**config.mk**
```make
export PLATFORM = sky130hd
export DESIGN_NAME = my_cpu
export DESIGN_NICKNAME = d
export VERILOG_FILES = /design/src/rtl/my_cpu.sv
export SDC_FILE = /design/constraint.sdc
export NUM_CORES = 1
export LEC_CHECK = 0
export ABC_AREA = 1
export BUFFER_PORTS_ARGS = -buffer_cell sky130_fd_sc_hd__clkbuf_2
export CAP_MARGIN = 30
export CORE_AREA = 2 2 101 103
export DETAILED_ROUTE_END_ITERATION = 10
export DIE_AREA = 0 0 103 105
export PLACE_DENSITY = 0.71
export SLEW_MARGIN = 20
export SYNTH_ARGS = -nofsm -noshare
export SYNTH_HDL_FRONTEND = slang
export SYNTH_SLANG_ARGS = --single-unit
```
**constraint.sdc**
```tcl
create_clock -name clk -period 3.6 [get_ports clk]
set_input_delay 0.36 -clock clk [delete_from_list [all_inputs] [get_ports clk]]
set_output_delay 0.36 -clock clk [all_outputs]
set_load 0.01 [all_outputs]
```
**src/rtl/my_cpu.sv**
```systemverilog
// my_cpu: single-cycle Hack CPU core.
// Decodes A- and C-instructions, drives the ALU control bits, computes the
// ALU result and its zr/ng flags, and holds the A, D and PC registers.
//
// RAM strobe: writeM is a one-cycle write strobe with no ready back-pressure.
// RAM captures outM at addressM on the rising edge where writeM=1. inM is
// read combinationally in the same cycle. When stall=1 or reset=1, writeM is
// forced low and no register updates, so no write can be issued.
module my_cpu #(
  parameter int PC_WIDTH = 15
) (
  input  logic                clk,
  input  logic                reset,
  input  logic [15:0]         instruction,
  input  logic [15:0]         inM,
  input  logic                stall,
  output logic [15:0]         outM,
  output logic                writeM,
  output logic [PC_WIDTH-1:0] addressM,
  output logic [PC_WIDTH-1:0] pc
);

  // Architectural registers.
  logic [15:0]         a_q, a_d;
  logic [15:0]         d_q, d_d;
  logic [PC_WIDTH-1:0] pc_q, pc_d;

  // Decoded instruction fields.
  logic is_c;
  logic sel_m;
  logic zx, nx, zy, ny, fn, no;
  logic dst_a, dst_d, dst_m;
  logic jlt, jeq, jgt;

  // ALU datapath.
  logic [15:0] x_zx, x_nx, y_sel, y_zy, y_ny, alu_f, alu_out;
  logic        zr, ng, take;
  logic        exec_en;

  // Bits 14:13 of a C-instruction carry no meaning.
  logic unused_bits;
  assign unused_bits = ^instruction[14:13];

  // Field decode.
  always_comb begin
    is_c  = instruction[15];
    sel_m = instruction[12];
    zx    = instruction[11];
    nx    = instruction[10];
    zy    = instruction[9];
    ny    = instruction[8];
    fn    = instruction[7];
    no    = instruction[6];
    dst_a = instruction[5];
    dst_d = instruction[4];
    dst_m = instruction[3];
    jlt   = instruction[2];
    jeq   = instruction[1];
    jgt   = instruction[0];
  end

  // Hack ALU: x=D, y=A or M, preprocess, add/and, optional final invert.
  always_comb begin
    x_zx    = zx ? 16'h0000 : d_q;
    x_nx    = nx ? ~x_zx : x_zx;
    y_sel   = sel_m ? inM : a_q;
    y_zy    = zy ? 16'h0000 : y_sel;
    y_ny    = ny ? ~y_zy : y_zy;
    alu_f   = fn ? (x_nx + y_ny) : (x_nx & y_ny);
    alu_out = no ? ~alu_f : alu_f;
  end

  // Flags and jump decision; ng is the two's-complement sign (MSB).
  always_comb begin
    zr   = (alu_out == 16'h0000);
    ng   = alu_out[15];
    take = is_c & ((jlt & ng) | (jeq & zr) | (jgt & ~zr & ~ng));
  end

  // Outputs to data RAM; addressM reflects A before this cycle's update.
  always_comb begin
    exec_en  = ~stall & ~reset;
    outM     = alu_out;
    writeM   = is_c & dst_m & exec_en;
    addressM = a_q[PC_WIDTH-1:0];
    pc       = pc_q;
  end

  // Next-state: A/D loads and PC sequencing; jump target uses the old A.
  always_comb begin
    a_d  = a_q;
    d_d  = d_q;
    pc_d = pc_q + 1'b1;
    if (!is_c) begin
      a_d = {1'b0, instruction[14:0]};
    end else begin
      if (dst_a) a_d = alu_out;
      if (dst_d) d_d = alu_out;
      if (take)  pc_d = a_q[PC_WIDTH-1:0];
    end
  end

  // Register update; stall holds everything, reset clears asynchronously.
  always_ff @(posedge clk or posedge reset) begin
    if (reset) begin
      a_q  <= '0;
      d_q  <= '0;
      pc_q <= '0;
    end else if (!stall) begin
      a_q  <= a_d;
      d_q  <= d_d;
      pc_q <= pc_d;
    end
  end

endmodule

```
==> results of run 1 <==
==> synthesized netlist by cell type, types with 4 or more instances <==
cell,n,area share [%]
nand3_1,93,9.8
nand2_1,211,17
ha_1,17,4.5
clkbuf_1,21,1.7
o21ai_0,55,5.8
buf_2,4,0.42
inv_2,4,0.32
clkinv_1,4,0.32
nand3_2,6,1.3
inv_1,105,8.3
dfrtp_1,47,25
buf_4,18,2.8
nand4_1,4,0.53
o22ai_1,6,0.79
nor2_1,23,1.8
nand2_2,20,2.6
a21oi_1,34,3.6
nor3_1,5,0.53
xor2_1,45,8.3
nand3b_1,4,0.63
==> stage by stage <==
stage / util [%] / std cells / hold WS (ns) / total power [uW] / setup slack (ns)
after global routing: 59.38 / 971 / 0.09882 / 3185 / -0.08921
after global placement: 54.91 / 948 / 0.4669 / 2311 / -0.03487
final: 59.38 / 971 / 0.06013 / 2938 / 0.1004
after CTS: 56.28 / 957 / 0.07674 / 2771 / 0.1009
after detailed placement: 55.11 / 949 / 0.4286 / 2358 / -0.1711
after floorplan: - / 752 / 0.4527 / 1902 / 0.1370
==> worst min path at each step <==
stage / to / slack (ns) / cells past startpoint
after CTS: a_q[3]$_DFFE_PP0P_ / 0.08 / 2
after floorplan: a_q[15]$_DFFE_PP0P_ / 0.45 / 2
final: a_q[0]$_DFFE_PP0P_ / 0.06 / 2
after detailed placement: a_q[3]$_DFFE_PP0P_ / 0.43 / 2
after global routing: a_q[2]$_DFFE_PP0P_ / 0.1 / 2
after global placement: d_q[6]$_DFFE_PP0P_ / 0.47 / 2
==> routing by layer <==
metal  up-vias  routed length [um]
met5         -                   0
met3        22                 745
li1       2534                   -
met4         0                 273
met1      2403                6353
met2       188                7017
==> cell usage in the layout, fill, tap and decap left out, types with 5 or more instances in the layout <==
cell type,n
a21oi_1,27
a21oi_2,7
buf_4,38
clkbuf_2,80
clkbuf_8,5
dfrtp_1,47
ha_1,15
inv_1,102
inv_2,6
nand2_1,189
nand2_2,41
nand3_1,88
nand3_2,11
nor2_1,22
o21ai_0,50
o21ai_1,5
o22ai_1,6
xor2_1,44
==> cells by family (layout without fill, tap and decap cells) <==
family,Yosys count,after routing,synth area share [%]
AND/OR/NAND/NOR,381,382,36.30
buffers and inverters,160,245,14.62
AO/OA/AOI/OAI,99,99,10.75
XOR/XNOR,47,47,8.667
flip-flops,47,47,24.76
adder cells (fa/ha/maj),18,18,4.900
==> registers in the layout, summed over array words and instances (netlist names) <==
signal / flops
a_q: 16
d_q: 16
pc: 15
==> area by class of cell <==
cell class | count | area, um^2 | area share, %
clock buffers | 5 | 68.82 | 1.202
clock inverters | 3 | 43.79 | 0.7650
inverters | 114 | 437.9 | 7.650
multi-input cells | 546 | 3055 | 53.38
flip-flops and latches | 47 | 1176 | 20.55
well taps | 133 | 166.4 | 2.907
repair buffers | 123 | 775.7 | 13.55
==> report_power, final <==
part | total (uW) | leakage (uW) | switching [uW] | internal (uW)
Combinational | 1760 | 0.00248 | 1080 | 686
Sequential | 763 | 0.000574 | 107 | 656
Clock | 412 | 0.0000581 | 204 | 207
Total | 2940 | 0.00311 | 1390 | 1550
==> what timing repair did <==
item / in CTS / in global routing
buffers inserted: 0 / 12
endpoints found under the setup margin: 0 / 21
gates resized for setup: 0 / 56
hold buffers: 0 / 0
==> metrics.txt, run 1 <==
Avg Cell Area, Syn=6.316 um^2; Tightest Hold Check Type=input port to asynchronous set/reset pin; die extent in x=103 um; Buf+Inv Stages, Crit Path=7; number of I/O port buffers=81; Antenna Violating Nets Remaining=0; average routed wire per standard cell=14.82 um; transition time of the tightest slew-check pin=0.6410 ns; met3 usage=2.742%; Inserted Clock Buffers=5; ordered list of cells on the worst path=buf_2, clkinvlp_4, buf_4, buf_4, a21oi_1, o21ai_1, xor2_1, buf_4, fa_2, nand2_1, nand2_1, xor2_2, inv_2, nor3_4, nand2_2, nor3_4, nand4_1, nand3_4, buf_12, nand3_1, nand3_2, nand2_1; clock-pin slew of the registers on the worst-case setup and hold paths=0.10 ns; worst slew slack as a fraction of its limit=57.27%; final standard cell area without fillers=5724 um^2; DIE AREA=10,820 um^2; busiest grt layer=met2; number of storage elements in the synthesis netlist=47; run status=finished clean; upper clock frequency limit=285.8 MHz; share of the clock period used by the worst path after layout=97.21%; power per unit of standard cell area=513.2 nW/um^2; half-perimeter wire length after placement=10,830 um; number of synthesized flops with an enable pin=0; count of unique library cells instantiated by Yosys=38; leakage power of the design=0.003111 uW; number of antenna violations at the first check in global routing=0; origin of the worst setup path=instruction[12]; clock buffer depth=2; Final Slew Violations=0; # Max-Cap Violations=0; fraction of final layout cells sized beyond drive strength 1=25.78%; largest net degree at the start of global routing=29; CP endpoint kind=flip-flop; iteration count of the initial detailed-routing pass=5; worst-case vdd ir drop=189.2 uV; CTS tree=done; commonest register cell after synthesis=dfrtp_1; Filler Cell Count=955; number of clock sinks=47; area delta synth->final=20.52%; Tmin final=3.500 ns; source-to-sink clock delay at the later pin of the worst-skew pair=0.32 ns; peak per-stage delay on the critical path=0.51 ns; crit path to=pc[8]$_DFFE_PP0N_; Worst Setup Start Kind=input port; Ys Warns=0; final total negative setup slack=0 ns; number of failing hold endpoints at the final stage=0; Setup violations, final=0; DRC=0; critical path required time=3.81 ns; sequential share of the synthesized area=24.76%; critical register-to-register path endpoint=pc[8]$_DFFE_PP0N_; Total Nets Final=890; Congestion Overflow GR=0; die boundary height=105 um; asr flop ratio synth=100.0%; register-to-register setup slack=0.23 ns; row count=36; wire length reported by the detailed router=14,390 um; Total Routing Usage GR=26.13%; Slowest-stage cell, CP=fa_2; vias per cell=5.301; number of violations reported at the end of detailed-routing iteration 0=274; Syn Nets=805; area inside the core boundary=9639 um^2; cell count along the critical path=22; start-to-end type of the worst setup path=input port to flip-flop; clock skew after layout=0.01574 ns; worst reg2reg path depth=19; via count of the first global-routing pass=4,671; number of H-tree levels=2; starting density of the core=49.27%; largest fanout on the critical path=8; startpoint of the lowest-slack register-to-register path=a_q[0]$_DFFE_PP0P_; I/O pin count=82; number of antenna cells inserted=0; area after detailed placement=5313 um^2; global-route wire length before repair=22,710 um; met1 capacity usage during global routing=35.34%; number of vias after detailed routing=5,147; CTS root buf=clkbuf_8; post-synthesis cell area=4750 um^2; kind of cell adding the most delay to the critical path=simple AND/OR/NAND/NOR gates; weighted congestion at the end of routability-driven global placement=0.8912; global routing met2 resource utilization=43.97%; number of instances in the synthesized netlist=752; WP data arrival=3.71 ns
No activity file was read; power rests on OpenSTA's default activity.
==> run 2, diff against run 1 <==
Settings changed: CORE_AREA 2 2 101 103 to 3 3 102 104, DIE_AREA 0 0 103 105 to 0 0 105 107.
==> metrics.txt, run 2 (same netlist as run 1, synthesis figures left out) <==
number of antenna cells inserted=0 (unchanged); fraction of power consumed by sequential logic=26.6% (was 26.0%); clock-pin slew of the registers on the worst-case setup and hold paths=0.10 ns (about the same); Tmin final=3.433 ns (was 3.500 ns); DRC=0 (unchanged); most used cells in the layout excluding fill and tap cells=206 x nand2_1, 103 x inv_1, 91 x nand3_1, 81 x clkbuf_2, 52 x o21ai_0 (was 189 x nand2_1, 102 x inv_1, 88 x nand3_1, 80 x clkbuf_2, 50 x o21ai_0); share of the clock period used by the worst path after layout=95.35% (was 97.21%); final standard cell area without fillers=5587 um^2 (was 5724 um^2); ordered list of cells on the worst path=clkbuf_2, clkinvlp_4, buf_6, a21oi_1, o21ai_0, xor2_1, ha_2, a21oi_1, nand2_1, nand2_1, nand3_1, nand2_1, nand2_1, nand2_1, nand2_1, nor3_4, nand4_1, nand3_4, buf_12, nand3_1, nand3_1, nand2_1 (was buf_2, clkinvlp_4, buf_4, buf_4, a21oi_1, o21ai_1, xor2_1, buf_4, fa_2, nand2_1, nand2_1, xor2_2, inv_2, nor3_4, nand2_2, nor3_4, nand4_1, nand3_4, buf_12, nand3_1, nand3_2, nand2_1); CTS root buf=clkbuf_8 (unchanged); leakage power of the design=0.003066 uW (was 0.003111 uW); number of vias after detailed routing=5,089 (was 5,147); Net Sw Frac=46.94% (was 47.26%); switching pwr=1343 uW (was 1388 uW); vias per cell=5.279 (was 5.301); area delta synth->final=17.62% (was 20.52%); Worst Setup Start Kind=input port (unchanged); area after detailed placement=5338 um^2 (was 5313 um^2); critical path required time=3.82 ns (was 3.81 ns); Buf+Inv Stages, Crit Path=4 (was 7); I/O pin count=82 (unchanged); worst slew slack as a fraction of its limit=53.94% (was 57.27%); iteration count of the initial detailed-routing pass=6 (was 5); power per unit of standard cell area=512.3 nW/um^2 (was 513.2 nW/um^2); transition time of the tightest slew-check pin=0.6856 ns (was 0.6410 ns); WP data arrival=3.65 ns (was 3.71 ns); Total Routing Usage GR=24.78% (was 26.13%); half-perimeter wire length after placement=10,720 um (was 10,830 um); CP endpoint kind=flip-flop (unchanged); fraction of final layout cells sized beyond drive strength 1=22.38% (was 25.78%); upper clock frequency limit=291.3 MHz (was 285.8 MHz); CP most frequent cell=nand2_1; weighted congestion at the end of routability-driven global placement=0.9239 (was 0.8912); CTS tree=done (unchanged); die boundary height=107 um (was 105 um); Inserted Clock Buffers=5 (unchanged); die extent in x=105 um (was 103 um); average routed wire per standard cell=14.52 um (was 14.82 um); Final Slew Violations=0 (unchanged); number of failing hold endpoints at the final stage=0 (unchanged); most common cell after layout, fill and taps aside=nand2_1 (unchanged); DIE AREA=11,240 um^2 (was 10,820 um^2); # Max-Cap Violations=0 (unchanged); number of antenna violations at the first check in global routing=0 (unchanged); number of I/O port buffers=81 (unchanged); Antenna Violating Nets Remaining=0 (unchanged); area inside the core boundary=9639 um^2 (unchanged); source-to-sink clock delay at the later pin of the worst-skew pair=0.32 ns (about the same); starting density of the core=49.27% (unchanged); final core utilization=57.96% (was 59.38%); row count=36 (unchanged); wire length reported by the detailed router=14,000 um (was 14,390 um); Cell Int Power=1518 uW (was 1549 uW); clock network fraction of total power=14.4% (was 14.0%); Tightest Hold Check Type=input port to asynchronous set/reset pin (unchanged); Slowest-stage cell, CP=ha_2 (was fa_2); number of H-tree levels=2 (unchanged); clock skew after layout=0.006580 ns (was 0.01574 ns); worst-case vdd ir drop=211.4 uV (was 189.2 uV); power after layout=2862 uW (was 2938 uW); Total Nets Final=883 (was 890); number of clock sinks=47 (unchanged); clock buffer depth=2 (unchanged); number of violations reported at the end of detailed-routing iteration 0=384 (was 274); start-to-end type of the worst setup path=input port to flip-flop (unchanged); final total negative setup slack=0 ns (unchanged); kind of cell adding the most delay to the critical path=simple AND/OR/NAND/NOR gates (unchanged); Post-CTS Hold Buffers=0 (unchanged); peak per-stage delay on the critical path=0.38 ns (was 0.51 ns); Comb pwr share=59.0% (was 60.0%); global-route wire length before repair=22,860 um (was 22,710 um); largest fanout on the critical path=15 (was 8); Setup violations, final=0 (unchanged); Filler Cell Count=977 (was 955); largest net degree at the start of global routing=29 (unchanged); run status=finished clean (unchanged); Congestion Overflow GR=0 (unchanged); via count of the first global-routing pass=4,781 (was 4,671)
==> run 2: stage by stage <==
stage / instances / setup slack (ns) / hold slack [ns]
floorplan: 752 / 0.1370 / 0.4527
global placement: 948 / -0.01735 / 0.4689
detailed placement: 949 / -0.06820 / 0.4303
CTS: 957 / 0.2028 / 0.08968
global route: 964 / -0.07691 / 0.1144
finish: 964 / 0.1673 / 0.07730
==> run 2: repair_timing <==
item / 4_1_cts / 5_1_grt
setup endpoints to repair: 0 / 15
gates resized for setup: 0 / 26
buffers inserted: 0 / 7
==> run 2: power by group through the flow <==
stage | logic, uW | clock network [uW] | registers, uW
2_1_floorplan | 1130 | 0 | 772
3_5_place_dp | 1590 | 0 | 770
4_1_cts | 1600 | 416 | 759
6_report | 1690 | 413 | 761
3_3_place_gp | 1560 | 0 | 764
5_1_grt | 1900 | 436 | 782
==> run 2: final cells by class <==
type                       instances  area [um^2]  area share [%]
multi-input combinational        545         2955           52.90
sequential                        47         1176           21.05
timing repair buffer             117        742.0           13.28
inverter                         114        434.2           7.772
tap                              133        166.4           2.979
clock buffer                       5        68.82           1.232
clock inverter                     3        43.79          0.7839
==> run 2: worst paths after layout <==
check | cells past startpoint | end | slack, ns | start
min reg2reg | 2 | d_q[10]$_DFFE_PP0P_ | 0.49 | d_q[10]$_DFFE_PP0P_
min in group clk | 3 | a_q[5]$_DFFE_PP0P_ | 0.33 | instruction[5]
min | 2 | a_q[7]$_DFFE_PP0P_ | 0.08 | reset
max | 22 | pc[11]$_DFFE_PP0N_ | 0.17 | instruction[12]
max reg2reg | 20 | pc[11]$_DFFE_PP0N_ | 0.25 | a_q[2]$_DFFE_PP0P_
max in group asynchronous | 3 | a_q[11]$_DFFE_PP0P_ | 3.00 | reset
==> run 2: layer usage <==
| layer | part of all wire [%] | track usage, % |
|---|---|---|
| met5 | 0 | 0 |
| met4 | 1.5 | 7.123 |
| met3 | 5.0 | 3.492 |
| met2 | 49 | 43.26 |
| met1 | 44 | 31.94 |
==> run 3, diff against run 2 <==
Settings changed: GPL_TIMING_DRIVEN from default to 0.
==> metrics.txt, run 3 (same netlist as run 1, synthesis figures left out) <==
run status=finished clean (unchanged); Total Nets Final=893 (was 883); Setup violations, final=0 (unchanged); half-perimeter wire length after placement=11,600 um (was 10,720 um); number of antenna violations at the first check in global routing=0 (unchanged); WP data arrival=3.56 ns (was 3.65 ns); startpoint of the lowest-slack register-to-register path=a_q[0]$_DFFE_PP0P_ (was a_q[2]$_DFFE_PP0P_); source-to-sink clock delay at the later pin of the worst-skew pair=0.31 ns (was 0.32 ns); largest net degree at the start of global routing=30 (was 29); critical path required time=3.81 ns (was 3.82 ns); Total Routing Usage GR=25.09% (was 24.78%); power per unit of standard cell area=500.7 nW/um^2 (was 512.3 nW/um^2); area taken by multi-input logic gates=2925 um^2 (was 2955 um^2); Inserted Clock Buffers=5 (unchanged); die extent in x=105 um (unchanged); clock skew after layout=0.008291 ns (was 0.006580 ns); CTS root buf=clkbuf_8 (unchanged); vias per cell=5.156 (was 5.279); Worst Setup Start Kind=input port (unchanged); global-route wire length before repair=23,120 um (was 22,860 um); DIE AREA=11,240 um^2 (unchanged); row count=36 (unchanged); largest fanout on the critical path=10 (was 15); Final Slew Violations=0 (unchanged); DRC=0 (unchanged); average routed wire per standard cell=14.39 um (was 14.52 um); start-to-end type of the worst setup path=input port to flip-flop (unchanged); worst slew slack as a fraction of its limit=56.28% (was 53.94%); fraction of final layout cells sized beyond drive strength 1=21.17% (was 22.38%); Post-CTS Hold Buffers=0 (unchanged); Tightest Hold Check Type=input port to asynchronous set/reset pin (unchanged); via count of the first global-routing pass=4,901 (was 4,781); Tmin final=3.350 ns (was 3.433 ns); area inside the core boundary=9639 um^2 (unchanged); number of clock sinks=47 (unchanged); die boundary height=107 um (unchanged); post-placement setup slack=-0.4917 ns (was -0.06820 ns); worst-case vdd ir drop=169.5 uV (was 211.4 uV); number of vias after detailed routing=5,022 (was 5,089); number of failing hold endpoints at the final stage=0 (unchanged); clock buffer depth=2 (unchanged); area delta synth->final=16.36% (was 17.62%); number of violations reported at the end of detailed-routing iteration 0=375 (was 384); CP endpoint kind=flip-flop (unchanged); critical register-to-register path endpoint=pc[2]$_DFFE_PP0N_ (was pc[11]$_DFFE_PP0N_); most used cells in the layout excluding fill and tap cells=207 x nand2_1, 103 x inv_1, 93 x nand3_1, 82 x clkbuf_2, 53 x o21ai_0 (was 206 x nand2_1, 103 x inv_1, 91 x nand3_1, 81 x clkbuf_2, 52 x o21ai_0); weighted congestion at the end of routability-driven global placement=0.8816 (was 0.9239); transition time of the tightest slew-check pin=0.6508 ns (was 0.6856 ns); I/O pin count=82 (unchanged); number of I/O port buffers=76 (was 81); register-to-register setup slack=0.26 ns (was 0.25 ns); CTS tree=done (unchanged); iteration count of the initial detailed-routing pass=5 (was 6); clock-pin slew of the registers on the worst-case setup and hold paths=0.09 ns (was 0.10 ns); starting density of the core=49.27% (unchanged); wire length reported by the detailed router=14,020 um (was 14,000 um); placed cells=962 (was 949); worst setup slack after layout=0.2501 ns (was 0.1673 ns); number of antenna cells inserted=0 (unchanged); worst reg2reg path depth=19 (was 20); register cell area after layout=1176 um^2 (unchanged); Antenna Violating Nets Remaining=0 (unchanged); Final Non-Filler Cells=974 (was 964); number of H-tree levels=2 (unchanged); upper clock frequency limit=298.5 MHz (was 291.3 MHz); # Max-Cap Violations=0 (unchanged); Filler Cell Count=967 (was 977); most common cell after layout, fill and taps aside=nand2_1 (unchanged); leakage power of the design=0.003040 uW (was 0.003066 uW); Congestion Overflow GR=0 (unchanged); share of the clock period used by the worst path after layout=93.05% (was 95.35%)
run 3: cell types whose count changed in the layout (fill, tap and decap cells not counted), sizes merged:
cell and delta:
buf -5, clkinvlp +1, inv +1, clkbuf +16
clkinv -2, bufinv -1
run 3: power by group:
group	switching, uW	total, uW	internal (uW)
combinational	1020	1640	626
sequential	107	764	657
clock	202	359	157
run 3: repair_timing:
action                     CTS  global route
pin swaps                    0             7
setup endpoints to repair   11            18
setup buffers                0             5
resized for setup            3            32
run 3: routing by layer:
layer  routed length, um  part of all wire, %  global-route usage (%)  up-vias
met4                 432                  3.1                   9.278        0
met5                   0                    0                       0        -
li1                    -                    -                       -     2539
met2                6956                   50                   45.74      170
met1                6092                   43                   30.77     2280
met3                 538                  3.8                   2.167       33
run 3: critical path, cell delays in order:
cell      delay [ns]
clkbuf_2        0.10
inv_1           0.08
buf_4           0.18
a21oi_1         0.14
o21ai_1         0.08
xor2_1          0.16
ha_2            0.22
fa_2            0.52
nand2_1         0.04
nand2_1         0.09
xor2_2          0.16
inv_1           0.09
nor3_1          0.20
nand2_1         0.11
nor3_2          0.19
nand4_1         0.20
nand3_4         0.17
buf_4           0.18
nand3_1         0.11
nand3_2         0.11
nand2_1         0.05
run 3: final cells by class:
class	instances	share of cell area [%]
Timing Repair Buffer	82	8.150
Clock inverter	2	0.2943
Buffer	45	4.981
Sequential cell	47	21.28
Multi-Input combinational cell	545	52.93
Clock buffer	6	1.494
Inverter	114	7.856
Tap cell	133	3.011
run 3: stage by stage:
| stage | hold slack, ns | instance area [um^2] | total power, uW | util, % | setup TNS (ns) |
|---|---|---|---|---|---|
| 2_1_floorplan | 0.4527 | 4750 | 1902 | - | 0 |
| 3_3_place_gp | 0.4686 | 5296 | 2291 | 54.95 | -5.409 |
| 3_5_place_dp | 0.4080 | 5316 | 2343 | 55.15 | -6.157 |
| 4_1_cts | 0.06557 | 5415 | 2700 | 56.18 | 0 |
| 5_1_grt | 0.09309 | 5527 | 3008 | 57.33 | -0.2442 |
| 6_report | 0.05791 | 5527 | 2767 | 57.33 | 0 |
run 3: worst max-delay path by stage:
stage                       start           endpoint  slack [ns]  cells after the start
6_report          instruction[12]  pc[2]$_DFFE_PP0N_        0.25                     21
3_3_place_gp      instruction[10]  pc[1]$_DFFE_PP0N_       -0.41                     20
5_1_grt        a_q[6]$_DFFE_PP0P_  pc[5]$_DFFE_PP0N_       -0.04                     24
2_1_floorplan     instruction[10]  pc[0]$_DFFE_PP0N_        0.14                     20
3_5_place_dp      instruction[10]  pc[2]$_DFFE_PP0N_       -0.49                     18
4_1_cts            instruction[8]  pc[2]$_DFFE_PP0N_        0.02                     18
